$ cat src/rtl/read_from_sdram_if.sv
// Bus bundle for the SDRAM frame reader: trigger/frame select, Avalon-MM read
// master signals and the display-side byte FIFO write port.
interface read_from_sdram_if;
   logic        iTRIGGER;
   logic [5:0]  iFRAME_ID;
   logic        iWAIT_REQUEST;
   logic        iRD_DATA_VALID;
   logic [15:0] iRD_DATA;
   logic        oRD_REQ;
   logic [24:0] oRD_ADDR;
   logic        oDONE;
   logic        oFIFO_WR_CLK;
   logic        oFIFO_WR_REQ;
   logic [7:0]  oFIFO_WR_DATA;
   logic        iFIFO_WR_FULL;

   modport master (
      input  iTRIGGER, iFRAME_ID, iWAIT_REQUEST, iRD_DATA_VALID, iRD_DATA, iFIFO_WR_FULL,
      output oRD_REQ, oRD_ADDR, oDONE, oFIFO_WR_CLK, oFIFO_WR_REQ, oFIFO_WR_DATA
   );

   modport slave (
      output iTRIGGER, iFRAME_ID, iWAIT_REQUEST, iRD_DATA_VALID, iRD_DATA, iFIFO_WR_FULL,
      input  oRD_REQ, oRD_ADDR, oDONE, oFIFO_WR_CLK, oFIFO_WR_REQ, oFIFO_WR_DATA
   );
endinterface

$ cat src/rtl/read_from_sdram.sv
// Avalon-MM pipelined read master: fetches one frame of 16-bit words from SDRAM
// and streams it into an 8-bit FIFO, high byte first.
module read_from_sdram #(
   parameter int unsigned FRAME_WORDS_LOG2 = 19,
   parameter int unsigned RESP_DEPTH       = 8
) (
   input  logic              iCLK,
   input  logic              iRST_N,
   read_from_sdram_if.master bus
);
   localparam int unsigned ADDR_W = 25;
   localparam int unsigned ID_W   = 6;
   localparam int unsigned PTR_W  = $clog2(RESP_DEPTH);
   localparam int unsigned CNT_W  = PTR_W + 1;
   localparam int unsigned ISS_W  = FRAME_WORDS_LOG2 + 1;
   localparam logic [ISS_W-1:0] LAST_ISSUE = ISS_W'((1 << FRAME_WORDS_LOG2) - 1);

   typedef enum logic [1:0] {
      ST_IDLE          = 2'd0,
      ST_READING       = 2'd1,
      ST_DRAIN         = 2'd2,
      ST_DONE_AND_WAIT = 2'd3
   } state_t;

   state_t              r_state;
   state_t              w_state_nxt;
   logic [ADDR_W-1:0]   r_addr;
   logic [ISS_W-1:0]    r_issue_cnt;
   logic [CNT_W-1:0]    r_outstanding;
   logic [CNT_W-1:0]    r_buf_count;
   logic [PTR_W-1:0]    r_wr_ptr;
   logic [PTR_W-1:0]    r_rd_ptr;
   logic                r_phase;
   logic [15:0]         r_buf [RESP_DEPTH];

   logic [ADDR_W-1:0]   w_base;
   logic                w_active;
   logic                w_credit;
   logic                w_rd_req;
   logic                w_accept;
   logic                w_push;
   logic                w_fifo_wr;
   logic                w_pop;
   logic [15:0]         w_head;

   // Frame slots sit at the top of the word address space regardless of frame length.
   assign w_base    = {bus.iFRAME_ID, (ADDR_W - ID_W)'(0)};
   assign w_active  = (r_state == ST_READING) || (r_state == ST_DRAIN);
   assign w_credit  = ({1'b0, r_outstanding} + {1'b0, r_buf_count}) < (CNT_W + 1)'(RESP_DEPTH);
   // Credit cannot shrink while a request waits, so a raised request stays raised.
   assign w_rd_req  = (r_state == ST_READING) && w_credit;
   assign w_accept  = w_rd_req && !bus.iWAIT_REQUEST;
   assign w_push    = w_active && bus.iRD_DATA_VALID;
   assign w_fifo_wr = w_active && (r_buf_count != '0) && !bus.iFIFO_WR_FULL;
   assign w_pop     = w_fifo_wr && r_phase;
   assign w_head    = r_buf[r_rd_ptr];

   assign bus.oRD_REQ       = w_rd_req;
   assign bus.oRD_ADDR      = r_addr;
   assign bus.oDONE         = (r_state == ST_IDLE) || (r_state == ST_DONE_AND_WAIT);
   assign bus.oFIFO_WR_CLK  = iCLK;
   assign bus.oFIFO_WR_REQ  = w_fifo_wr;
   assign bus.oFIFO_WR_DATA = r_phase ? w_head[7:0] : w_head[15:8];

   always_ff @(posedge iCLK or negedge iRST_N) begin
      if (!iRST_N) r_state <= ST_IDLE;
      else         r_state <= w_state_nxt;
   end

   always_comb begin
      w_state_nxt = r_state;
      case (r_state)
         ST_IDLE:          if (bus.iTRIGGER) w_state_nxt = ST_READING;
         ST_READING:       if (w_accept && (r_issue_cnt == LAST_ISSUE)) w_state_nxt = ST_DRAIN;
         ST_DRAIN:         if ((r_outstanding == '0) && (r_buf_count == '0) && !r_phase)
                              w_state_nxt = ST_DONE_AND_WAIT;
         ST_DONE_AND_WAIT: if (!bus.iTRIGGER) w_state_nxt = ST_IDLE;
         default:          w_state_nxt = ST_IDLE;
      endcase
   end

   // Address/issue tracking, response credit accounting and byte phase.
   always_ff @(posedge iCLK or negedge iRST_N) begin
      if (!iRST_N) begin
         r_addr        <= '0;
         r_issue_cnt   <= '0;
         r_outstanding <= '0;
         r_buf_count   <= '0;
         r_wr_ptr      <= '0;
         r_rd_ptr      <= '0;
         r_phase       <= 1'b0;
      end else begin
         if ((r_state == ST_IDLE) && bus.iTRIGGER) begin
            r_addr      <= w_base;
            r_issue_cnt <= '0;
         end else if (w_accept) begin
            r_addr      <= r_addr + ADDR_W'(1);
            r_issue_cnt <= r_issue_cnt + ISS_W'(1);
         end
         r_outstanding <= r_outstanding + CNT_W'(w_accept) - CNT_W'(w_push);
         r_buf_count   <= r_buf_count + CNT_W'(w_push) - CNT_W'(w_pop);
         if (w_push)    r_wr_ptr <= r_wr_ptr + PTR_W'(1);
         if (w_pop)     r_rd_ptr <= r_rd_ptr + PTR_W'(1);
         if (w_fifo_wr) r_phase  <= ~r_phase;
      end
   end

   always_ff @(posedge iCLK) begin
      if (w_push) r_buf[r_wr_ptr] <= bus.iRD_DATA;
   end

   a_no_overflow: assert property (@(posedge iCLK) disable iff (!iRST_N)
      !(w_push && !w_pop && (r_buf_count == CNT_W'(RESP_DEPTH))));

endmodule

$ cat src/flat_wrapper.sv
// flat-port wrapper written by rule: the top's interface ports become plain ports
module read_from_sdram_flat 
#(
   parameter int unsigned FRAME_WORDS_LOG2 = 19,
   parameter int unsigned RESP_DEPTH       = 8
)
  (iCLK, iRST_N, bus_iTRIGGER, bus_iFRAME_ID, bus_iWAIT_REQUEST, bus_iRD_DATA_VALID, bus_iRD_DATA, bus_iFIFO_WR_FULL, bus_oRD_REQ, bus_oRD_ADDR, bus_oDONE, bus_oFIFO_WR_CLK, bus_oFIFO_WR_REQ, bus_oFIFO_WR_DATA);
  read_from_sdram_if bus_i ();
  input  logic iCLK;
  input  logic iRST_N;
  input wire logic [$bits(bus_i.iTRIGGER)-1:0] bus_iTRIGGER;
  input wire logic [$bits(bus_i.iFRAME_ID)-1:0] bus_iFRAME_ID;
  input wire logic [$bits(bus_i.iWAIT_REQUEST)-1:0] bus_iWAIT_REQUEST;
  input wire logic [$bits(bus_i.iRD_DATA_VALID)-1:0] bus_iRD_DATA_VALID;
  input wire logic [$bits(bus_i.iRD_DATA)-1:0] bus_iRD_DATA;
  input wire logic [$bits(bus_i.iFIFO_WR_FULL)-1:0] bus_iFIFO_WR_FULL;
  output wire logic [$bits(bus_i.oRD_REQ)-1:0] bus_oRD_REQ;
  output wire logic [$bits(bus_i.oRD_ADDR)-1:0] bus_oRD_ADDR;
  output wire logic [$bits(bus_i.oDONE)-1:0] bus_oDONE;
  output wire logic [$bits(bus_i.oFIFO_WR_CLK)-1:0] bus_oFIFO_WR_CLK;
  output wire logic [$bits(bus_i.oFIFO_WR_REQ)-1:0] bus_oFIFO_WR_REQ;
  output wire logic [$bits(bus_i.oFIFO_WR_DATA)-1:0] bus_oFIFO_WR_DATA;
  assign bus_i.iTRIGGER = bus_iTRIGGER;
  assign bus_i.iFRAME_ID = bus_iFRAME_ID;
  assign bus_i.iWAIT_REQUEST = bus_iWAIT_REQUEST;
  assign bus_i.iRD_DATA_VALID = bus_iRD_DATA_VALID;
  assign bus_i.iRD_DATA = bus_iRD_DATA;
  assign bus_i.iFIFO_WR_FULL = bus_iFIFO_WR_FULL;
  assign bus_oRD_REQ = bus_i.oRD_REQ;
  assign bus_oRD_ADDR = bus_i.oRD_ADDR;
  assign bus_oDONE = bus_i.oDONE;
  assign bus_oFIFO_WR_CLK = bus_i.oFIFO_WR_CLK;
  assign bus_oFIFO_WR_REQ = bus_i.oFIFO_WR_REQ;
  assign bus_oFIFO_WR_DATA = bus_i.oFIFO_WR_DATA;
  read_from_sdram #(.FRAME_WORDS_LOG2(FRAME_WORDS_LOG2), .RESP_DEPTH(RESP_DEPTH)) u_core (.iCLK(iCLK), .iRST_N(iRST_N), .bus(bus_i));
endmodule
$ cat config.mk
export PLATFORM = sky130hd
export DESIGN_NAME = read_from_sdram_flat
export DESIGN_NICKNAME = d
export VERILOG_FILES = /design/src/rtl/read_from_sdram_if.sv /design/src/rtl/read_from_sdram.sv /design/src/flat_wrapper.sv
export SDC_FILE = /design/constraint.sdc
export NUM_CORES = 1
export LEC_CHECK = 0
export BUFFER_PORTS_ARGS = -buffer_cell sky130_fd_sc_hd__buf_2
export CORE_UTILIZATION = 54
export CTS_CLUSTER_DIAMETER = 200
export DETAILED_ROUTE_END_ITERATION = 6
export GPL_TIMING_DRIVEN = 1
export PLACE_DENSITY = 0.79
export SYNTH_ARGS = -nofsm -noshare
export SYNTH_HDL_FRONTEND = slang
export SYNTH_SLANG_ARGS = --single-unit
$ cat constraint.sdc
create_clock -name iCLK -period 2.4 [get_ports iCLK]
set_input_delay 0.12 -clock iCLK [delete_from_list [all_inputs] [get_ports iCLK]]
set_output_delay 0.12 -clock iCLK [all_outputs]
set_load 0.01 [all_outputs]
==> reports/results.tsv <==
stage	metric	value	unit
outcome	status	complete, but fails checks	
outcome	failing checks	DRC, setup timing	
layout	layout cells sized above 1	0.321	
global_routing	Global Route met1 Usage	0.274	
global_routing	Global Route met3 Usage	0.0488	
hold_path	hold crit path type	in -> reg	
route	DR iter-0 viols	346	
global_routing	GRT busiest layer	met2	
power	Logic pwr share	0.356	
place	gpl congestion	0.800	
layout	Filler Cell Count	941	
sta	Slew Limit Headroom	0.566	
clocking	worst-skew pair later-pin latency	0.55	ns
setup_path	Crit path largest cell delay	0.51	ns
synthesis	Synth Register Bits	190	
layout	fin nets	702	
global_routing	largest net degree at the start of global routing	39	
layout	antenna cells	0	
global_routing	first-pass GRT wire length	27500	um
power	P_sw	0.00371	W
sta	final worst path period share	1.07	
sta	post-route minimum period	2.56	ns
route	Post-Route WL	17900	um
power	Pint	0.00802	W
synthesis	Synth Area per Inst	15.8	um2
layout	fin area	10200	um2
global_routing	gr usage total	0.238	
route	drt pass-1 iters	7	
floorplanning	Initial Utilization	0.559	
sta	Slew Viols, Final	0	
layout	Layout area overhead	24.4	%
floorplanning	Die Width	125	um
setup_path	Crit. End Element	primary output	
layout	area taken by multi-input logic gates	2720	um2
synthesis	main area contributors after synthesis	edfxtp_1 47%, dfrtp_1 19%, mux4_2 11%	
power	clock network fraction of total power	0.274	
power	switching share of power	0.317	
floorplanning	Ports	65	
setup_path	Worst Path Arrival	2.44	ns
synthesis	top post-synthesis cells by count	128 x edfxtp_1, 62 x dfrtp_1, 49 x nor2_1, 40 x mux4_2, 33 x xor2_1	
synthesis	Synth Warn #	0	
setup_path	worst-path fanout max	4	
power	total power	0.0117	W
layout	Reg area	5400	um2
synthesis	Yosys cell types	48	
synthesis	share of the synthesized area in the top cell type	0.469	
synthesis	dominant synthesized flop cell	edfxtp_1	
sta	RSZ-0062 raised after global routing	yes	
synthesis	EDFF count, synth	128	
floorplanning	Core ar.	14600	um2
sta	Final WS setup	-0.157	ns
setup_path	crit path buf inv count	3	
setup_path	Setup CP Type	reg -> out	
global_routing	GR Util met2	0.430	
synthesis	Mapped Cells	519	
place	DP HPWL	10100	um
power	PD cells	1150	nW/um2
sta	final setup vio count	8	
clocking	Clock Pin Slew Worst Setup and Hold Paths	0.07	ns
sta	Peak Freq	391	MHz
synthesis	ys async rst share	0.326	
synthesis	register area share after synthesis	0.659	
synthesis	cell with the most instances after synthesis	edfxtp_1	
setup_path	Slowest cell on crit path	mux4_2	
place	placed cell areas	8890	um2
sta	Worst Clk Skew	0.00855	ns
synthesis	mapped cell area	8190	um2
sta	setup TNS	-1.16	ns
clocking	TritonCTS clock tree	done	
global_routing	vias in the first global route	5248	
synthesis	Post-Syn Nets	570	
setup_path	Startpoint Class	register	
route	mean routed wirelength per cell	21.1	um
floorplanning	die area	15700	um2
route	Final ANT Viol Nets	0	
synthesis	dominant cell type by area after synthesis	edfxtp_1	
setup_path	worst-path cell chain	buf_6 > clkbuf_16 > mux4_2 > mux4_2 > buf_6	
setup_path	Worst EP required	2.28	ns
route	DR vias/cell	5.85	
sta	final hold vios	0	
global_routing	GRT Residual Overflow	0	
place	port bufs	64	
global_routing	antenna violations before repair	0	
power	sequential power share	0.370	
floorplanning	Die Height	125	um
power	maximum vdd drop	0.752	mV
route	DRC	20	
power	static leakage	4.02	nW
sta	Worst Max-Slew Pin Slew	0.645	ns
setup_path	crit-path leading delay family	multiplexers	
floorplanning	Site Rows	44	
route	DR vias	4958	
run	max cap viols	0	
-- layout make-up --
class                           count  share of cell area
Clock inverter                     15              0.0189
Clock buffer                       21              0.0496
Timing Repair Buffer              129               0.104
Inverter                           23             0.00847
Sequential cell                   190               0.530
Tap cell                          184              0.0226
Multi-Input combinational cell    286               0.266
-- path summary, 6_finish.rpt --
path / from / to / slack, ns / cells past startpoint
min in group asynchronous: iRST_N / u_core.r_issue_cnt[2] / 0.13 / 2
min: bus_iWAIT_REQUEST / u_core.r_outstanding[0] / 0.01 / 3
max: u_core.r_rd_ptr[0] / bus_oFIFO_WR_DATA[6] / -0.16 / 5
max in group asynchronous: iRST_N / u_core.bus.oRD_ADDR[8] / 1.54 / 3
min reg2reg: u_core.r_issue_cnt[17] / u_core.r_issue_cnt[17] / 0.56 / 2
max reg2reg: u_core.r_outstanding[3] / u_core.r_outstanding[1] / 0.02 / 7
-- sequential cells by signal, indices dropped and copies added (netlist names) --
name,count
u_core.bus.oRD_ADDR,25
u_core.r_buf,128
u_core.r_buf_count,4
u_core.r_issue_cnt,20
u_core.r_outstanding,4
u_core.r_phase,1
u_core.r_rd_ptr,3
u_core.r_state,2
u_core.r_wr_ptr,3
-- through the flow --
stage	utilization	setup WS [ns]	hold WS (ns)	std cells
finish	0.696	-0.157	0.0149	848
global route	0.696	-0.209	0.00652	848
CTS	0.685	-0.145	0.0318	842
detailed placement	0.607	-0.00763	0.172	772
global placement	0.607	0.0448	0.159	772
floorplan	-	-0.136	-0.176	519
-- cells in the final DEF, fill, tap and decap left out, types with 3 or more instances in the layout --
cell type | Yosys | routed
a21oi_2 | 0 | 3
or3_1 | 4 | 3
and3_1 | 8 | 8
ha_1 | 21 | 19
xnor2_1 | 10 | 9
buf_16 | 0 | 3
a31oi_1 | 3 | 3
nor3_1 | 6 | 3
inv_1 | 23 | 20
mux4_2 | 40 | 40
a211oi_2 | 1 | 3
buf_12 | 0 | 3
nor2_1 | 49 | 49
inv_2 | 0 | 3
buf_2 | 3 | 56
dlygate4sd3_1 | 0 | 25
nand3b_1 | 3 | 3
inv_6 | 0 | 4
dfrtp_1 | 62 | 61
nand4_1 | 16 | 16
edfxtp_1 | 128 | 128
mux2i_1 | 4 | 4
nand2_1 | 22 | 21
a21oi_1 | 8 | 5
buf_6 | 1 | 13
o21ai_0 | 8 | 8
and4_1 | 3 | 3
nand3_1 | 15 | 14
buf_4 | 2 | 28
xor2_1 | 33 | 33
nor3_2 | 0 | 3
clkbuf_16 | 0 | 21
inv_8 | 0 | 5
-- power groups by stage --
| stage | Combinational (W) | Sequential, W | Clock [W] |
|---|---|---|---|
| finish | 0.00417 | 0.00434 | 0.00322 |
| floorplan | 0.00241 | 0.00430 | 0.0000343 |
| global route | 0.00449 | 0.00438 | 0.00339 |
| global placement | 0.00328 | 0.00433 | 0.0000252 |
| detailed placement | 0.00341 | 0.00438 | 0.0000252 |
| CTS | 0.00390 | 0.00432 | 0.00325 |
-- kinds of logic after synthesis --
group | count (synthesis) | synth area share
multiplexers | 46 | 0.118
buffers and inverters | 43 | 0.0220
adder cells (fa/ha/maj) | 23 | 0.0370
AND/OR/NAND/NOR | 142 | 0.0895
XOR/XNOR | 43 | 0.0460
flip-flops | 190 | 0.659
AO/OA/AOI/OAI | 32 | 0.0292
-- per-layer routing --
metal	up-vias	share of wire
met5	-	0
met4	0	0.023
met3	33	0.050
met2	162	0.54
met1	2539	0.39
li1	2224	-
-- worst reg2reg max path, cell delays in order, from the launching register on --
cell and delay (ns):
dfrtp_1 0.39, ha_1 0.29, or4b_4 0.53, a211oi_4 0.30, ha_4 0.18, inv_2 0.04
fa_2 0.51, inv_1 0.04
-- what timing repair did --
action | in CTS | in global routing
gates resized for setup | 13 | 22
hold buffers | 25 | 0
pin swaps | 5 | 10
hold endpoints to repair | 162 | 0
buffers inserted | 7 | 5
endpoints found under the setup margin | 14 | 28
cloned | 3 | 1
Note: power is estimated with default switching activity, not from simulation.
